## src/rtl/hamming_in.sv

```systemverilog
// Serial-in front end of the Hamming(15,11) chain: assembles 11-bit frames from
// sl_in, encodes them combinationally and latches the codeword at each frame end.

module hamming_in_enc (
  input  logic [10:0] data,
  output logic [14:0] cw
);
  // Bit k of a position number selects which parity group that position joins.
  localparam logic [3:0][14:0] PAR_MASK = {15'h7F80, 15'h7878, 15'h6666, 15'h5555};

  logic [14:0] base;
  logic [3:0]  par;

  assign base = {data[10:4], 1'b0, data[3:1], 1'b0, data[0], 2'b00};

  always_comb begin
    par = '0;
    for (int k = 0; k < 4; k++) par[k] = ^(base & PAR_MASK[k]);
    cw    = base;
    cw[0] = par[0];
    cw[1] = par[1];
    cw[3] = par[2];
    cw[7] = par[3];
  end
endmodule

module hamming_in (
  input  logic        clk,
  input  logic        RST,
  input  logic        shift,
  input  logic        sl_in,
  output logic [10:0] datall,
  output logic [14:0] hammingout,
  output logic [14:0] finalout,
  output logic        countfull,
  output logic        data_out
);
  localparam int NUM_ENC = 2;

  logic [3:0]                 cnt;
  logic [NUM_ENC-1:0][10:0]   enc_data;
  logic [NUM_ENC-1:0][14:0]   enc_cw;

  // Slot 0 encodes the visible word; slot 1 encodes the word the next shift would form,
  // so finalout can capture the completed frame on the same edge.
  assign enc_data = {{datall[9:0], sl_in}, datall};

  for (genvar i = 0; i < NUM_ENC; i++) begin : g_enc
    hamming_in_enc u_enc (.data(enc_data[i]), .cw(enc_cw[i]));
  end

  assign hammingout = enc_cw[0];

  always_ff @(posedge clk or negedge RST) begin
    if (!RST) begin
      datall    <= '0;
      cnt       <= '0;
      finalout  <= '0;
      countfull <= 1'b0;
      data_out  <= 1'b0;
    end else begin
      countfull <= 1'b0;
      if (shift) begin
        datall   <= enc_data[1];
        data_out <= datall[10];
        if (cnt == 4'd10) begin
          cnt       <= '0;
          countfull <= 1'b1;
          finalout  <= enc_cw[1];
        end else begin
          cnt <= cnt + 4'd1;
        end
      end
    end
  end
endmodule

```

## config.mk

```make
export PLATFORM = sky130hd
export DESIGN_NAME = hamming_in
export DESIGN_NICKNAME = d
export VERILOG_FILES = /design/src/rtl/hamming_in.sv
export SDC_FILE = /design/constraint.sdc
export NUM_CORES = 1
export LEC_CHECK = 0
export ABC_AREA = 1
export BUFFER_PORTS_ARGS = -buffer_cell sky130_fd_sc_hd__buf_2
export CORE_MARGIN = 10
export CORE_UTILIZATION = 35
export DETAILED_ROUTE_END_ITERATION = 8
export SYNTH_ARGS = -nofsm -noshare
export SYNTH_HDL_FRONTEND = slang
export SYNTH_HIERARCHICAL = 1
export SYNTH_SLANG_ARGS = --single-unit
export TNS_END_PERCENT = 50
```

## constraint.sdc

```tcl
create_clock -name clk -period 1.6 [get_ports clk]
set_clock_uncertainty 0.15 [all_clocks]
set_input_delay 0.32 -clock clk [delete_from_list [all_inputs] [get_ports clk]]
set_output_delay 0.32 -clock clk [all_outputs]
set_load 0.1 [all_outputs]
```

==> out/results.ini <==
[grt]
antenna_found_initial = 0
grt.total_usage_pct = 11.3
grt-ovfl-total = 0
grt_first_pass_wirelength_um = 9320
number_of_global_route_vias_before_repair = 1958
grt_max_degree = 33

[setup_path]
max_stage_delay_ps = 520
critPathMaxFanout = 6
worstPathBufferInverterCount = 3
worst-endpoint-arrival_ps = 1560
startpoint = datall[10]$_DFFE_PN0P_
worst_r2r_startpoint = datall[7]$_DFFE_PN0P_
timing.critical_path.slowest_stage_cell = dfrtp_4
reg2reg_setup_slack_ps = -80
crit_path_end_kind = primary output
setup.worst_path.class = flip-flop to primary output
worstPathCellList = inv_2, nand2_2, nand2_2, nand2_1, nand2_1, nand2_1, nand2_2, clkinvlp_4, buf_12
worst_setup_path_start_kind = flip-flop
cp.required_ps = 1130
critPathTopFamily = flip-flops

[sta]
timing.slew.headroom_pct = 67.5
max_freq_mhz = 493
finalHoldViolCount = 0
final.min_clock_period_ps = 2030
worst_slew_pin_slew_ps = 490
rsz0062_at_grt = yes
final_period_utilization_pct = 127
timing.final.setup_violations = 15
setup_ws_ps = -427
final-max-slew-violation-count = 0

[floorplanning]
floorplan.initialDensity_pct = 36.0
die_width_um = 101
placement_rows = 29
die_area_mm2 = 0.0101
floorplan.io_pins = 47
core_area_mm2 = 0.00631
die_height_um = 101

[place]
preCtsSetupSlack_ps = -114
replace_congestion = 0.870
post_dp_cell_area_mm2 = 0.00302
placement.io_buffers = 46
post-dp-hpwl_um = 4160

[routing]
dr.pass1.iters = 4
met3WireLength_um = 383
remaining_drc_errors = 0
route.layer.met1.wl_um = 2320
antenna_left = 0
drt-vias-per-instance = 4.53
drt-initial-drc-count = 62
routedWlPerCell_um = 12.1
route.vias.total = 2062
routed-wl-met2_um = 2670
wirelength_um = 5490
highest_signal_layer = met4

[flow_run]
drv.max_cap_violation_count = 0

[synth]
post_synthesis_mean_instance_area_um2 = 6.86
ys_seq_elements = 32
synthesis.nets = 335
synth.cell_area_mm2 = 0.00227
fraction_of_the_yosys_area_taken_by_sequential_cells_pct = 35.2
synth.yosys.warnings = 6
synth_cell_types = 19
syn_inst = 331

[cts]
clkLatencyLatePin_ps = 280
cts_tree = done
clock_sink_count = 32
ctsHtreeMaxLevel = 2
numCtsBuffers = 5
root_buffer = clkbuf_8
cts.path.max_buffers = 2
cts.clk_slew.worst_paths_ps = 60

[power_and_ir_drop]
finalPower_mw = 6.46
p_leak_nw = 1.73
vdd_drop_max_mv = 1.18
power-per-cell-area_mw_per_mm2 = 1970

[status]
violations = setup timing
run_status = finished with violations

[finish]
antenna_cells_inserted = 0
final_cell_area_mm2 = 0.00329
area_growth_pct = 44.6
final_nets = 381
post_route_cells_drive_above_1_share_pct = 34.7

[worst_hold_path]
hp-start = sl_in
hold_crit_class = input port to flip-flop

## cell usage after synthesis, drive strengths merged
| cell | count | area (µm²) |
|---|---|---|
| buf | 31 | 238 |
| xnor2 | 12 | 105 |
| xor2 | 12 | 105 |
| a31oi | 1 | 6.26 |
| inv | 35 | 131 |
| a21oi | 1 | 5.00 |
| nand3 | 27 | 158 |
| o21ai | 11 | 55.1 |
| nor3 | 1 | 10.0 |
| dfrtp | 32 | 801 |
| nand2 | 158 | 606 |
| nor2 | 10 | 52.6 |
## logic make-up (layout without fill, tap and decap cells)
family,after synthesis,after routing,share of synthesized area [%]
buf+inv,66,113,16.2
xor+xnor,24,24,9.25
compound gates,13,13,2.92
flops,32,32,35.2
simple gates,196,196,36.3
## layout by cell type (no fill, tap or decap), types with 2 or more instances in the layout
master    instances
nand2_1         136
buf_12           32
inv_1            23
nand3_1          22
dfrtp_1          21
nand2_2          19
buf_2            18
inv_2            11
o21ai_1          11
dfrtp_4          11
xor2_1           11
buf_4            11
xnor2_1          10
nor2_1            8
clkbuf_8          6
buf_6             6
nand3_2           4
nor2_4            2
clkbuf_1          2
nand2_4           2
xnor2_2           2
buf_8             2
## per-stage QoR
step	setup TNS [ps]	hold WS, ps	utilization, %	std cells
final	-2270	187	52.0	455
after global routing	-3460	219	52.0	455
after detailed placement	-370	218	47.9	442
after floorplan	-1280	-126	-	331
after CTS	-2230	184	50.8	454
after global placement	-292	211	47.9	442
## final timing paths
| kind | to | depth (start not counted) |
|---|---|---|
| worst max-delay path | hammingout[3] | 9 |
| worst min-delay path | datall[0]$_DFFE_PN0P_ | 3 |
| worst max register to register | finalout[3]$_DFFE_PN0P_ | 12 |
| worst min register to register | finalout[8]$_DFFE_PN0P_ | 2 |
| max in group asynchronous | datall[0]$_DFFE_PN0P_ | 3 |
| min in group asynchronous | cnt[0]$_DFFE_PN0P_ | 3 |
## cell type report
cell class | count | area [µm²]
Fill cell | 605 | 3030
Multi-Input combinational cell | 233 | 1200
Timing Repair Buffer | 70 | 921
Sequential cell | 32 | 842
Inverter | 35 | 135
Tap cell | 77 | 96.3
Clock buffer | 8 | 90.1
## per-layer routing
layer  up-vias  global-route usage (%)
li1       1066                       -
met1       941                    13.5
met2        41                    17.8
met3        14                    4.32
met4         0                    4.78
met5         -                       0
## registers in the layout, summed over array words and instances (netlist names)
register and count:
countfull 1, finalout 15, cnt 4, data_out 1, datall 11
## what timing repair did
item / CTS / global route
hold buffers: 1 / 0
pin swaps: 4 / 14
setup endpoints to repair: 26 / 30
setup buffers: 3 / 4
resized for setup: 13 / 25
endpoints found under the hold margin: 32 / 0
## report_power, final
part	switching, mW	leakage, nW	internal (mW)
Clock	0.291	0.0455	0.350
Sequential	0.238	0.396	1.08
Combinational	3.19	1.28	1.31
Total	3.72	1.73	2.74
## worst min-delay path, stage by stage
cell and delay [ps]:
buf_2 140, nand2_1 70, o21ai_1 60
No activity file was read; power rests on OpenSTA's default activity.
